`src/rtl/inst_enc_pkg.sv`:
```
// Shared definitions for the RV32I instruction encoder.
//   FMT_*      : format codes carried on in_fmt
//   OP_*       : base opcodes the encoder cares about
//   NOP_INST   : word emitted when a transaction is in error
//   IMM*_MIN/MAX, SHAMT_MAX : legal immediate ranges per format
//   enc_fields_t : one decoded transaction as held in stage 1
package inst_enc_pkg;

  localparam logic [2:0] FMT_R = 3'd0;
  localparam logic [2:0] FMT_I = 3'd1;
  localparam logic [2:0] FMT_S = 3'd2;
  localparam logic [2:0] FMT_B = 3'd3;
  localparam logic [2:0] FMT_U = 3'd4;
  localparam logic [2:0] FMT_J = 3'd5;

  localparam logic [6:0] OP_IMM = 7'b0010011;
  localparam logic [6:0] LOAD   = 7'b0000011;
  localparam logic [6:0] JALR   = 7'b1100111;
  localparam logic [6:0] STORE  = 7'b0100011;
  localparam logic [6:0] BRANCH = 7'b1100011;
  localparam logic [6:0] LUI    = 7'b0110111;
  localparam logic [6:0] AUIPC  = 7'b0010111;
  localparam logic [6:0] JAL    = 7'b1101111;

  localparam logic [31:0] NOP_INST = 32'h0000_0013;

  localparam int IMM12_MIN = -2048;
  localparam int IMM12_MAX = 2047;
  localparam int SHAMT_MAX = 31;
  localparam int IMM13_MIN = -4096;
  localparam int IMM13_MAX = 4094;
  localparam int IMM21_MIN = -1048576;
  localparam int IMM21_MAX = 1048574;

  typedef struct packed {
    logic [2:0]  fmt;
    logic [6:0]  opcode;
    logic [4:0]  rd;
    logic [4:0]  rs1;
    logic [4:0]  rs2;
    logic [2:0]  funct3;
    logic [6:0]  funct7;
    logic [31:0] imm;
  } enc_fields_t;

  function automatic logic imm_in_range(input logic [31:0] imm, input int lo, input int hi);
    return ($signed(imm) >= lo) && ($signed(imm) <= hi);
  endfunction

endpackage

```
`src/rtl/inst_field_pack.sv`:
```
// Combinational packer: one decoded transaction in, one RV32I word out.
//   fields_i : format, opcode, register indices, funct3/7 and signed immediate
//   inst_o   : packed instruction, or NOP_INST when err_o is set
//   err_o    : immediate out of range for the format, or illegal format code
module inst_field_pack
  import inst_enc_pkg::*;
(
  input  enc_fields_t fields_i,
  output logic [31:0] inst_o,
  output logic        err_o
);

  logic [31:0] raw;
  logic        err;
  logic        is_shift;
  logic [31:0] imm;

  assign imm = fields_i.imm;

  // Shift-immediates reuse funct7 and only carry a 5-bit shamt
  assign is_shift = (fields_i.opcode == OP_IMM) &&
                    ((fields_i.funct3 == 3'b001) || (fields_i.funct3 == 3'b101));

  always_comb begin
    raw = 32'h0;
    err = 1'b0;
    unique case (fields_i.fmt)
      FMT_R: begin
        raw = {fields_i.funct7, fields_i.rs2, fields_i.rs1, fields_i.funct3,
               fields_i.rd, fields_i.opcode};
      end
      FMT_I: begin
        if (is_shift) begin
          raw = {fields_i.funct7, imm[4:0], fields_i.rs1, fields_i.funct3,
                 fields_i.rd, fields_i.opcode};
          err = !imm_in_range(imm, 0, SHAMT_MAX);
        end else begin
          raw = {imm[11:0], fields_i.rs1, fields_i.funct3, fields_i.rd, fields_i.opcode};
          err = !imm_in_range(imm, IMM12_MIN, IMM12_MAX);
        end
      end
      FMT_S: begin
        raw = {imm[11:5], fields_i.rs2, fields_i.rs1, fields_i.funct3,
               imm[4:0], fields_i.opcode};
        err = !imm_in_range(imm, IMM12_MIN, IMM12_MAX);
      end
      FMT_B: begin
        raw = {imm[12], imm[10:5], fields_i.rs2, fields_i.rs1, fields_i.funct3,
               imm[4:1], imm[11], fields_i.opcode};
        err = !imm_in_range(imm, IMM13_MIN, IMM13_MAX) || imm[0];
      end
      FMT_U: begin
        raw = {imm[31:12], fields_i.rd, fields_i.opcode};
        err = |imm[11:0];
      end
      FMT_J: begin
        raw = {imm[20], imm[10:1], imm[11], imm[19:12], fields_i.rd, fields_i.opcode};
        err = !imm_in_range(imm, IMM21_MIN, IMM21_MAX) || imm[0];
      end
      default: begin
        err = 1'b1;
      end
    endcase
  end

  assign inst_o = err ? NOP_INST : raw;
  assign err_o  = err;

endmodule

```
`src/rtl/inst_encoder.sv`:
```
// Two-stage valid/ready RV32I instruction encoder with write-address counter.
//   clk, rst_n      : clock, async active-low reset
//   clr             : synchronous flush of both stages and address restart
//   in_valid/ready  : input handshake; in_* carry the decoded fields
//   out_valid/ready : output handshake
//   out_inst        : encoded word (NOP on error)
//   out_addr        : byte address of out_inst, steps by 4, wraps at 2^ADDR_W
//   out_err         : word was in error
// ADDR_W must be at least 3; BASE_ADDR must be a multiple of 4.
module inst_encoder
  import inst_enc_pkg::*;
#(
  parameter int unsigned ADDR_W    = 8,
  parameter int unsigned BASE_ADDR = 0
) (
  input  logic              clk,
  input  logic              rst_n,
  input  logic              clr,
  input  logic              in_valid,
  output logic              in_ready,
  input  logic [2:0]        in_fmt,
  input  logic [6:0]        in_opcode,
  input  logic [4:0]        in_rd,
  input  logic [4:0]        in_rs1,
  input  logic [4:0]        in_rs2,
  input  logic [2:0]        in_funct3,
  input  logic [6:0]        in_funct7,
  input  logic [31:0]       in_imm,
  output logic              out_valid,
  input  logic              out_ready,
  output logic [31:0]       out_inst,
  output logic [ADDR_W-1:0] out_addr,
  output logic              out_err
);

  localparam logic [ADDR_W-1:0] BASE = ADDR_W'(BASE_ADDR);
  localparam logic [ADDR_W-1:0] STEP = ADDR_W'(4);

  enc_fields_t       in_fields;
  logic              s1_valid_q, s1_valid_d;
  enc_fields_t       s1_fields_q, s1_fields_d;
  logic              s2_valid_q, s2_valid_d;
  logic [31:0]       s2_inst_q, s2_inst_d;
  logic              s2_err_q, s2_err_d;
  logic [ADDR_W-1:0] s2_addr_q, s2_addr_d;
  logic [ADDR_W-1:0] cnt_q, cnt_d;
  logic [31:0]       pack_inst;
  logic              pack_err;
  logic              s1_rdy, s2_rdy;

  assign in_fields = '{fmt: in_fmt, opcode: in_opcode, rd: in_rd, rs1: in_rs1,
                       rs2: in_rs2, funct3: in_funct3, funct7: in_funct7, imm: in_imm};

  inst_field_pack u_pack (
    .fields_i (s1_fields_q),
    .inst_o   (pack_inst),
    .err_o    (pack_err)
  );

  assign s2_rdy   = !s2_valid_q || out_ready;
  assign s1_rdy   = !s1_valid_q || s2_rdy;
  assign in_ready = s1_rdy;

  always_comb begin
    s1_valid_d  = s1_valid_q;
    s1_fields_d = s1_fields_q;
    s2_valid_d  = s2_valid_q;
    s2_inst_d   = s2_inst_q;
    s2_err_d    = s2_err_q;
    s2_addr_d   = s2_addr_q;
    cnt_d       = cnt_q;

    if (s1_rdy) begin
      s1_valid_d = in_valid;
      if (in_valid) s1_fields_d = in_fields;
    end

    // The address is bound when the word enters S2, so errored words keep their slot
    if (s2_rdy) begin
      s2_valid_d = s1_valid_q;
      if (s1_valid_q) begin
        s2_inst_d = pack_inst;
        s2_err_d  = pack_err;
        s2_addr_d = cnt_q;
        cnt_d     = cnt_q + STEP;
      end
    end

    // clr wins over any same-cycle transfer; output data regs are left as-is
    if (clr) begin
      s1_valid_d = 1'b0;
      s2_valid_d = 1'b0;
      cnt_d      = BASE;
    end
  end

  always_ff @(posedge clk or negedge rst_n) begin
    if (!rst_n) begin
      s1_valid_q  <= 1'b0;
      s1_fields_q <= '0;
      s2_valid_q  <= 1'b0;
      s2_inst_q   <= 32'h0;
      s2_err_q    <= 1'b0;
      s2_addr_q   <= BASE;
      cnt_q       <= BASE;
    end else begin
      s1_valid_q  <= s1_valid_d;
      s1_fields_q <= s1_fields_d;
      s2_valid_q  <= s2_valid_d;
      s2_inst_q   <= s2_inst_d;
      s2_err_q    <= s2_err_d;
      s2_addr_q   <= s2_addr_d;
      cnt_q       <= cnt_d;
    end
  end

  assign out_valid = s2_valid_q;
  assign out_inst  = s2_inst_q;
  assign out_err   = s2_err_q;
  assign out_addr  = s2_addr_q;

endmodule

```
`config.mk`:
```
export PLATFORM = sky130hd
export DESIGN_NAME = inst_encoder
export DESIGN_NICKNAME = d
export VERILOG_FILES = /design/src/rtl/inst_enc_pkg.sv /design/src/rtl/inst_field_pack.sv /design/src/rtl/inst_encoder.sv
export SDC_FILE = /design/constraint.sdc
export NUM_CORES = 1
export LEC_CHECK = 0
export BUFFER_PORTS_ARGS = -buffer_cell sky130_fd_sc_hd__buf_2
export CAP_MARGIN = 20
export CORE_MARGIN = 10
export CORE_UTILIZATION = 58
export DETAILED_ROUTE_END_ITERATION = 10
export PLACE_DENSITY = 0.88
export SLEW_MARGIN = 20
export SYNTH_ARGS = -nofsm -noshare
export SYNTH_HDL_FRONTEND = slang
export SYNTH_SLANG_ARGS = --single-unit
```
`constraint.sdc`:
```
create_clock -name clk -period 4.05 [get_ports clk]
set_input_delay 0.405 -clock clk [delete_from_list [all_inputs] [get_ports clk]]
set_output_delay 0.405 -clock clk [all_outputs]
set_load 0.02 [all_outputs]
```
==> impl_metrics.ini, run 1 <==
[clock_network]
cts_resized = 0
cts_htree_levels = 4
clk_transition_reported_paths_ns = 0.06
cts_inserted_buffers = 17
tritoncts = done
insertion_delay_ns = 0.53
clockBufferDepth = 2
clkSinkCount = 114
cts_root_buffer = clkbuf_8

[place]
dp_slack_ns = 1.47
place.gp.congestion = 0.921
portBuffers = 112
hpwl_mm = 9.05

[drt]
first_pass_iters = 5
viasPerCell = 5.94
wl_per_cell_um = 20.0
vias = 3928
wl_mm = 13.2
post-route-drc-count = 0
drt_iter0_drc = 472
ant_nets = 0

[outcome]
status = finished clean

[synth]
synth_cells = 432
synth_ff_type = dfrtp_1
ys_seq_area_frac = 0.568
ys_top_cells_by_area = dfrtp_1 (57%), mux2_2 (15%), nand2_1 (5.1%)
synth.distinct_cells = 45
yosysTopAreaCell = dfrtp_1
synth_edf_count = 0
async_flop_share = 1.00
yosys_warnings = 0
netlist_area_mm2 = 0.00502
ys_ff_latch = 114
avgSynthCellArea_um2 = 11.6
synth_top_area_frac = 0.568

[min_path]
whs_path_depth = 2
min_path_type = in2reg
min_delay_worst_endpoint = s1_fields_q[26]
timing.hold.worst.start = in_imm[26]

[die]
start_util = 0.605
core_mm2 = 0.00830
fp.dieH_um = 113
die_x_um = 113
pin_count = 115
dieArea_mm2 = 0.0128
rows = 33

[sta]
rsz0062_at_grt = false
timing.hold.ws_ns = 0.108
post-route-period-util = 0.678
worst_pin_slew_ns = 0.903
slew_viol_final = 0
finalHoldViolCount = 0
max_slew_margin = 0.398
skew_ns = 0.00883
fin_tns_setup_ns = 0
finalSetupViolCount = 0
period_needed_ns = 2.75
fmax_ghz = 0.364
setup_slack_ns = 1.30

[cells_and_area]
final_nets = 616
drive_gt1_frac = 0.417
final_util = 0.752
area_growth_pct = 24.3
n_antenna_cell = 0
nFillCells = 541

[setup_path]
reg2reg_slack_ns = 1.30
end_kind = register
crit_chain = or4_1, o41ai_1, and4_1, nand3_4, o22a_1
crit_slowest_cell = dfrtp_1
critPathMaxFanout = 33
cpPeakStageDelay_ns = 0.71
crit_type = reg2reg
worst_r2r_path_depth = 5
crit_arrival_ns = 3.15
crit_required_ns = 4.46
startpoint_type = register
r2r_end = out_inst[0]
r2r_start = s1_fields_q[65]

[power_and_ir_drop]
power_w = 0.00341
peakVddDrop_mv = 0.319
cellPowerDensity_mw_per_mm2 = 547
leakagePower_nw = 2.92

[global_routing]
grt-ovfl-total = 0
antenna_found_initial = 0
grt_pass1_vias = 4082
grt_pass1_wl_mm = 21.1
grt_max_degree = 68
grt_usage = 0.206

[flow_run]
max_cap_violations = 0
[cells by family (layout without fill, tap and decap cells)]
| kind of cell | Yosys count | after routing | synth area share |
|---|---|---|---|
| other | 1 | 2 | 0.000747 |
| XOR/XNOR | 5 | 5 | 0.00873 |
| multiplexers | 75 | 75 | 0.167 |
| AO/OA/AOI/OAI | 69 | 69 | 0.0967 |
| adder cells (fa/ha/maj) | 1 | 1 | 0.00249 |
| buffers and inverters | 33 | 156 | 0.0314 |
| AND/OR/NAND/NOR | 134 | 134 | 0.125 |
| flip-flops | 114 | 114 | 0.568 |
[where the power goes]
group | switching (W) | leakage, nW | internal (W) | total (W)
Combinational | 0.000291 | 1.23 | 0.000213 | 0.000504
Clock | 0.000507 | 0.290 | 0.000998 | 0.00151
Sequential | 0.000126 | 1.40 | 0.00127 | 0.00140
Total | 0.000925 | 2.92 | 0.00248 | 0.00341
[repair_timing]
action	CTS	global route
buffers inserted	0	0
hold endpoints to repair	26	0
hold buffers	1	0
[layout by cell type (no fill, tap or decap), types with 4 or more instances in the layout]
| master | Yosys | routed |
|---|---|---|
| nand4_1 | 8 | 8 |
| mux2i_1 | 7 | 7 |
| a2bb2oi_1 | 4 | 4 |
| nand2_1 | 68 | 67 |
| nand3_1 | 9 | 9 |
| a32oi_1 | 6 | 6 |
| nor2_1 | 22 | 22 |
| inv_1 | 6 | 6 |
| buf_2 | 3 | 111 |
| mux2_2 | 68 | 68 |
| a31oi_1 | 5 | 5 |
| nor4_1 | 7 | 7 |
| clkbuf_16 | 0 | 16 |
| o21ai_2 | 10 | 10 |
| xor2_1 | 4 | 4 |
| nor2b_1 | 7 | 7 |
| o21ai_1 | 14 | 14 |
| a21oi_1 | 14 | 14 |
| buf_4 | 2 | 6 |
| dfrtp_1 | 114 | 114 |
| clkbuf_8 | 0 | 5 |
[critical path: cells and delay by family, from the launching register on]
kind	cells	cell delay, ns
compound gates	2	0.64
flops	1	0.71
simple gates	3	1.25
[state kept, by name (all words and copies together) (netlist names)]
signal,flops
out_addr,6
out_inst,32
s1_valid_q,1
out_err,1
out_valid,1
cnt_q,6
s1_fields_q,67
[final cells by class]
cell class	count	area (µm²)	share of cell area
Timing Repair Buffer	118	611	0.0979
Clock inverter	9	128	0.0205
Sequential cell	114	2850	0.457
Tap cell	105	131	0.0211
Inverter	6	22.5	0.00361
Clock buffer	23	477	0.0764
Multi-Input combinational cell	286	2020	0.323
[layer usage]
metal,up-vias,track usage,part of all wire
li1,1756,-,-
met1,1902,0.248,0.40
met2,225,0.328,0.49
met3,45,0.0644,0.080
met4,0,0.102,0.032
met5,-,0,0
[Yosys cell counts, drive strengths merged (2+ instances only)]
library cell and number:
o22a 3, or2 2, nor4 7, clkbuf 17, nor2b 7, mux2 68, nor2 22, dfrtp 114
nand2 68, o21a 2, a22oi 3, nor3 2, o21ai 24, a21oi 14, or4 2, nand2b 2
buf 10, inv 6, a2bb2oi 4, a31oi 5, xor2 4, nand3 10, a32oi 6, nand4 8
mux2i 7
[worst max-delay path by stage]
stage	start	to	slack [ns]	depth (start not counted)
final	s1_fields_q[65]	out_inst[0]	1.30	5
after global routing	s1_fields_q[65]	out_inst[0]	1.20	5
after CTS	s1_fields_q[65]	out_inst[0]	1.38	5
after detailed placement	s1_fields_q[65]	out_inst[0]	1.47	5
after global placement	s1_fields_q[65]	out_inst[1]	1.61	5
after floorplan	out_valid	s1_fields_q[0]	1.95	6
[per-stage QoR]
step / std cells / area, µm²
6_report: 661 / 6240
4_1_cts: 661 / 6240
3_3_place_gp: 628 / 5620
3_5_place_dp: 628 / 5620
5_1_grt: 661 / 6240
2_1_floorplan: 433 / 5020
(Power assumes the default switching activity.)
==> inputs of run 2 (changes only) <==
--- a/config.mk
+++ b/config.mk
@@ -5,12 +5,13 @@
 export SDC_FILE = /design/constraint.sdc
 export NUM_CORES = 1
 export LEC_CHECK = 0
+export ABC_AREA = 1
 export BUFFER_PORTS_ARGS = -buffer_cell sky130_fd_sc_hd__buf_2
 export CAP_MARGIN = 20
 export CORE_MARGIN = 10
-export CORE_UTILIZATION = 58
+export CORE_UTILIZATION = 49
 export DETAILED_ROUTE_END_ITERATION = 10
-export PLACE_DENSITY = 0.88
+export PLACE_DENSITY = 0.79
 export SLEW_MARGIN = 20
 export SYNTH_ARGS = -nofsm -noshare
 export SYNTH_HDL_FRONTEND = slang
==> constraint.sdc (replaced) <==
create_clock -name clk -period 2.5 [get_ports clk]
set_input_delay 0.25 -clock clk [delete_from_list [all_inputs] [get_ports clk]]
set_output_delay 0.25 -clock clk [all_outputs]
set_load 0.02 [all_outputs]
==> run 2 against run 1 <==
Via count increased by 27%; sequential power increased by 60%; combinational power increased by 110%; non-clock buffer count increased by 69; sequential share of layout area decreased by 7.1 points; critical path depth increased by 6; routed wire length increased by 21%; sequential cell count unchanged; first-iteration DRC count decreased by 13%; area after synthesis increased by 9.2%; hold slack got worse by 0.092 ns; largest power group unchanged.
==> impl_metrics.ini, run 2 <==
[clock_network]
clockBufferDepth = 2
cts_root_buffer = clkbuf_8
cts_setup_buffers = 0
cts_htree_levels = 4
cts_resized = 0
cts_inserted_buffers = 17
insertion_delay_ns = 0.53
clk_transition_reported_paths_ns = 0.06
clkSinkCount = 114
tritoncts = done

[cells_and_area]
seq_area_mm2 = 0.00285
drive_gt1_frac = 0.292
final_cells = 941
area_growth_pct = 34.9
top_register = s1_fields_q
largest_register_ffs = 67
layout_commonest_cell = nand2_1
n_antenna_cell = 0
final_cell_mix = nand2_1 (148), dfrtp_1 (114), buf_2 (111)
multi_input_area_mm2 = 0.00231
nFillCells = 816
final_area_mm2 = 0.00739
final_nets = 862

[global_routing]
grt_pass1_wl_mm = 26.6
grt_pass1_vias = 5276
grt_usage = 0.204
antenna_found_initial = 0
grt-ovfl-total = 0
grt_max_degree = 91

[sta]
rsz0062_at_grt = false
worst_pin_slew_ns = 0.621
finalSetupViolCount = 0
post-route-period-util = 0.753
fmax_ghz = 0.531
slew_viol_final = 0
period_needed_ns = 1.88
max_slew_margin = 0.586
fin_tns_setup_ns = 0
skew_ns = 0.00841
finalHoldViolCount = 0

[place]
place.gp.congestion = 0.950
dpl.cell_count = 844
portBuffers = 112
placed_area_mm2 = 0.00617
hpwl_mm = 11.0

[flow_run]
max_cap_violations = 0

[die]
die_x_um = 126
start_util = 0.503
rows = 38
fp.dieH_um = 126
pin_count = 115
core_mm2 = 0.0109
dieArea_mm2 = 0.0158

[synth]
synth.distinct_cells = 32
synth_most_common_cell = nand2_1
synth_top_area_frac = 0.521
avgSynthCellArea_um2 = 9.00
synth_commonest_cells = nand2_1 (149), dfrtp_1 (114), nor2_1 (72), mux2_2 (44), inv_1 (43)
ys_ff_latch = 114
async_flop_share = 1.00
synth_ff_type = dfrtp_1
synth_edf_count = 0
ys_top_cells_by_area = dfrtp_1 (52%), nand2_1 (10%), mux2_2 (9.0%)
ys_seq_area_frac = 0.521
yosys_warnings = 0
synth_cells = 609
yosysTopAreaCell = dfrtp_1
netlist_area_mm2 = 0.00548

[drt]
vias = 4981
drt_iter0_drc = 410
viasPerCell = 5.29
ant_nets = 0
first_pass_iters = 5
post-route-drc-count = 0
wl_per_cell_um = 17.0
wl_mm = 16.0

[power_and_ir_drop]
p_comb_frac = 0.190
p_clk_frac = 0.409
p_sw_frac = 0.302
power_w = 0.00557
power.switching_w = 0.00168
sequentialPowerShare = 0.401
leakagePower_nw = 3.52
cellPowerDensity_mw_per_mm2 = 754
peakVddDrop_mv = 0.469
internal_power_w = 0.00389

[setup_path]
r2r_end = out_inst[1]
r2r_start = s1_fields_q[27]
setup.worst_path.end = out_inst[1]
critPathLaunch = s1_fields_q[27]
reg2reg_slack_ns = 0.62
crit_arrival_ns = 2.29
end_kind = register
crit_required_ns = 2.91
critPathMaxFanout = 15
worst_r2r_path_depth = 11
startpoint_type = register
crit_type = reg2reg

[outcome]
status = finished clean

[min_path]
min_path_type = in2reg
-- run 2: cell count changes in the layout (fill, tap and decap cells not counted), moves of 7 or more --
cell / previous run / this run
nand2_1: 67 / 148
dlygate4sd3_1: 1 / 66
nor2_1: 22 / 72
inv_1: 6 / 43
o21ai_0: 0 / 31
mux2_2: 68 / 44
a21oi_1: 14 / 33
nand3_1: 9 / 28
o21ai_1: 14 / 0
a21oi_2: 0 / 12
mux2i_1: 7 / 0
nor2b_1: 7 / 0
o21ai_2: 10 / 17
-- run 2: logic make-up (layout without fill, tap and decap cells) --
kind of cell | count (synthesis) | count (layout) | synth area share
other | 1 | 2 | 0.000684
buffers and inverters | 74 | 265 | 0.0596
AND/OR/NAND/NOR | 268 | 268 | 0.200
AO/OA/AOI/OAI | 106 | 106 | 0.125
multiplexers | 44 | 44 | 0.0904
flip-flops | 114 | 114 | 0.521
adder cells (fa/ha/maj) | 1 | 1 | 0.00228
XOR/XNOR | 1 | 1 | 0.00160
-- run 2: worst min path at each step --
stage	from	end	slack, ns	depth (start not counted)
finish	in_valid	s1_valid_q	0.02	3
CTS	in_valid	s1_valid_q	0.0002	3
detailed placement	rst_n	s1_fields_q[27]	0.13	1
global route	in_valid	s1_valid_q	0.02	3
global placement	rst_n	s1_fields_q[25]	0.13	1
floorplan	rst_n	cnt_q[2]	-0.05	0
-- run 2: cell type report --
cell class,count,area share
inverters,47,0.0239
multi-input cells,422,0.313
clock buffers,18,0.0565
well taps,140,0.0237
flip-flops and latches,114,0.386
repair buffers,187,0.178
clock inverters,13,0.0190
-- run 2: layer usage --
layer	up-vias	track usage	wire [µm]
met1	2387	0.242	6540
met3	35	0.0617	1170
met2	189	0.348	8050
met5	-	0	0
li1	2370	-	-
met4	0	0.0663	277
-- run 2: worst max-delay path: stages (launching register included) --
cell and delay [ns]:
dfrtp_1 0.44, nor2_1 0.17, nand2_1 0.10, nor2_1 0.15, nand3_1 0.09, nand2_1 0.09
nand3_1 0.10, a21oi_2 0.14, nand3_2 0.08, buf_4 0.23, nand2_4 0.10, nand2_1 0.07
-- run 2: metrics by stage --
| stage | hold slack (ns) | setup WS [ns] | util |
|---|---|---|---|
| after floorplan | -0.0456 | 0.754 | - |
| after global placement | 0.130 | 0.658 | 0.567 |
| after detailed placement | 0.132 | 0.605 | 0.567 |
| after CTS | 0.000200 | 0.630 | 0.679 |
| final | 0.0156 | 0.617 | 0.679 |
| after global routing | 0.0230 | 0.335 | 0.679 |
-- run 2: power by group through the flow --
stage	Sequential [W]	Combinational [W]	Clock (W)
2_1_floorplan	0.00233	0.000530	0
3_3_place_gp	0.00225	0.000950	0
6_report	0.00224	0.00106	0.00228
4_1_cts	0.00223	0.00106	0.00229
3_5_place_dp	0.00226	0.000973	0
5_1_grt	0.00226	0.00117	0.00238
-- run 2: what timing repair did --
action / 4_1_cts / 5_1_grt
endpoints found under the hold margin: 143 / 0
hold buffers: 66 / 0
endpoints found under the setup margin: 0 / 0
==> inputs of run 3 (changes only) <==
--- a/config.mk
+++ b/config.mk
@@ -9,9 +9,9 @@
 export BUFFER_PORTS_ARGS = -buffer_cell sky130_fd_sc_hd__buf_2
 export CAP_MARGIN = 20
 export CORE_MARGIN = 10
-export CORE_UTILIZATION = 49
+export CORE_UTILIZATION = 55
 export DETAILED_ROUTE_END_ITERATION = 10
-export PLACE_DENSITY = 0.79
+export PLACE_DENSITY = 0.83
 export SLEW_MARGIN = 20
 export SYNTH_ARGS = -nofsm -noshare
 export SYNTH_HDL_FRONTEND = slang
==> constraint.sdc (replaced) <==
create_clock -name clk -period 1.9 [get_ports clk]
set_input_delay 0.19 -clock clk [delete_from_list [all_inputs] [get_ports clk]]
set_output_delay 0.19 -clock clk [all_outputs]
set_load 0.02 [all_outputs]
==> run 3 against run 2 <==
Final cell count up 0.53%; fmax about the same; utilization up 9.9 points; largest cell class unchanged; clock skew up 0.0033 ns; sequential cell count unchanged; total power up 34%; setup slack worse by 0.60 ns.
==> impl_metrics.ini, run 3 (synthesized netlist as in run 2, its figures left out) <==
[power_and_ir_drop]
power.switching_w = 0.00218
peakVddDrop_mv = 0.745
cellPowerDensity_mw_per_mm2 = 985
p_comb_frac = 0.197
leakagePower_nw = 3.58
internal_power_w = 0.00527
p_clk_frac = 0.407
p_sw_frac = 0.292
sequentialPowerShare = 0.396

[drt]
wl_mm = 16.8
wl_per_cell_um = 17.8
first_pass_iters = 5
ant_nets = 0
drt_iter0_drc = 440
viasPerCell = 5.47
vias = 5176
post-route-drc-count = 0

[sta]
slew_viol_final = 0
timing.hold.ws_ns = 0.113
fmax_ghz = 0.531
period_needed_ns = 1.88
finalHoldViolCount = 0
worst_pin_slew_ns = 0.601
skew_ns = 0.0117
max_slew_margin = 0.599
post-route-period-util = 0.992
setup_slack_ns = 0.0161
finalSetupViolCount = 0
rsz0062_at_grt = true

[clock_network]
clk_transition_reported_paths_ns = 0.06
insertion_delay_ns = 0.51
clkSinkCount = 114
cts_root_buffer = clkbuf_8
cts_inserted_buffers = 17
tritoncts = done
clockBufferDepth = 2
cts_htree_levels = 4

[global_routing]
grt_usage = 0.237
grt-ovfl-total = 0
grt_max_degree = 115
grt_pass1_wl_mm = 27.4
antenna_found_initial = 1
grt_pass1_vias = 5447

[setup_path]
critPathMaxFanout = 30
crit_arrival_ns = 2.27
crit_type = reg2reg
startpoint_type = register
crit_required_ns = 2.28
end_kind = register

[min_path]
min_path_type = in2reg

[flow_run]
max_cap_violations = 0

[place]
hpwl_mm = 11.0
portBuffers = 112
place.gp.congestion = 1.07
dp_slack_ns = 0.120
placed_area_mm2 = 0.00625

[die]
pin_count = 115
fp.dieH_um = 120
start_util = 0.563
core_mm2 = 0.00973
dieArea_mm2 = 0.0144
die_x_um = 120
rows = 36

[cells_and_area]
final_nets = 874
top_register = s1_fields_q
drive_gt1_frac = 0.310
final_area_mm2 = 0.00756
final_cell_mix = nand2_1 (146), buf_2 (111), dfrtp_1 (109)
area_growth_pct = 38.0
layout_commonest_cell = nand2_1
largest_register_ffs = 67
final_util = 0.778

[outcome]
status = finished clean
## run 3: changes by cell type in the layout (fill, tap and decap cells not counted), sizes merged
cell / previous run / this run
clkinv: 8 / 5
dlygate4sd3: 66 / 71
bufinv: 2 / 3
diode: 0 / 1
clkbuf: 18 / 19
buf: 121 / 128
## run 3: worst paths after layout
check                                     start               to  slack (ns)  depth (start not counted)
max in group asynchronous                 rst_n  s1_fields_q[66]        1.15                          3
worst min-delay path                  out_ready       s1_valid_q        0.11                          4
min in group asynchronous                 rst_n  s1_fields_q[29]        0.32                          3
worst max-delay path            s1_fields_q[28]      out_inst[0]        0.02                         13
worst min register to register      out_inst[6]      out_inst[6]        0.48                          2
worst max register to register  s1_fields_q[28]      out_inst[0]        0.02                         13
## run 3: layout make-up
class	instances	area, µm²
clock inverter	11	140
tap	133	166
sequential	114	2860
antenna	1	2.50
fill	639	2160
timing repair buffer	199	1460
multi-input combinational	422	2340
clock buffer	19	422
inverter	47	179
## run 3: worst max-delay path: stages (launching register included)
cell and delay [ns]:
dfrtp_1 0.46, nor2_2 0.16, nand2_1 0.10, nor2_1 0.16
nand3_1 0.09, nand2_1 0.09, nand2_1 0.05, nand2_1 0.05
nand2_1 0.05, nand2_1 0.07, nand3_2 0.10, buf_12 0.20
nand2_4 0.09, nand2_1 0.09
## run 3: repair_timing
item | CTS | global route
hold endpoints to repair | 183 | 0
endpoints found under the setup margin | 0 | 33
buffers inserted | 0 | 1
hold buffers | 71 | 0
gates resized for setup | 0 | 15
## run 3: per-layer routing
| metal | track usage | up-vias | share of wire |
|---|---|---|---|
| met5 | 0 | - | 0 |
| met4 | 0.107 | 0 | 0.034 |
| met3 | 0.0694 | 48 | 0.073 |
| met2 | 0.400 | 229 | 0.50 |
| met1 | 0.273 | 2517 | 0.39 |
| li1 | - | 2382 | - |
## run 3: power groups by stage
stage	registers [W]	clock network, W	logic (W)
CTS	0.00292	0.00305	0.00144
floorplan	0.00307	0	0.000697
global placement	0.00294	0	0.00128
global route	0.00298	0.00319	0.00160
detailed placement	0.00296	0	0.00132
finish	0.00295	0.00304	0.00147
## run 3: through the flow
stage	std cells	power, W	setup TNS [ns]
after floorplan	610	0.00376	0
after global placement	843	0.00423	0
after detailed placement	843	0.00428	0
after CTS	944	0.00741	0
after global routing	946	0.00777	-1.49
final	946	0.00745	0
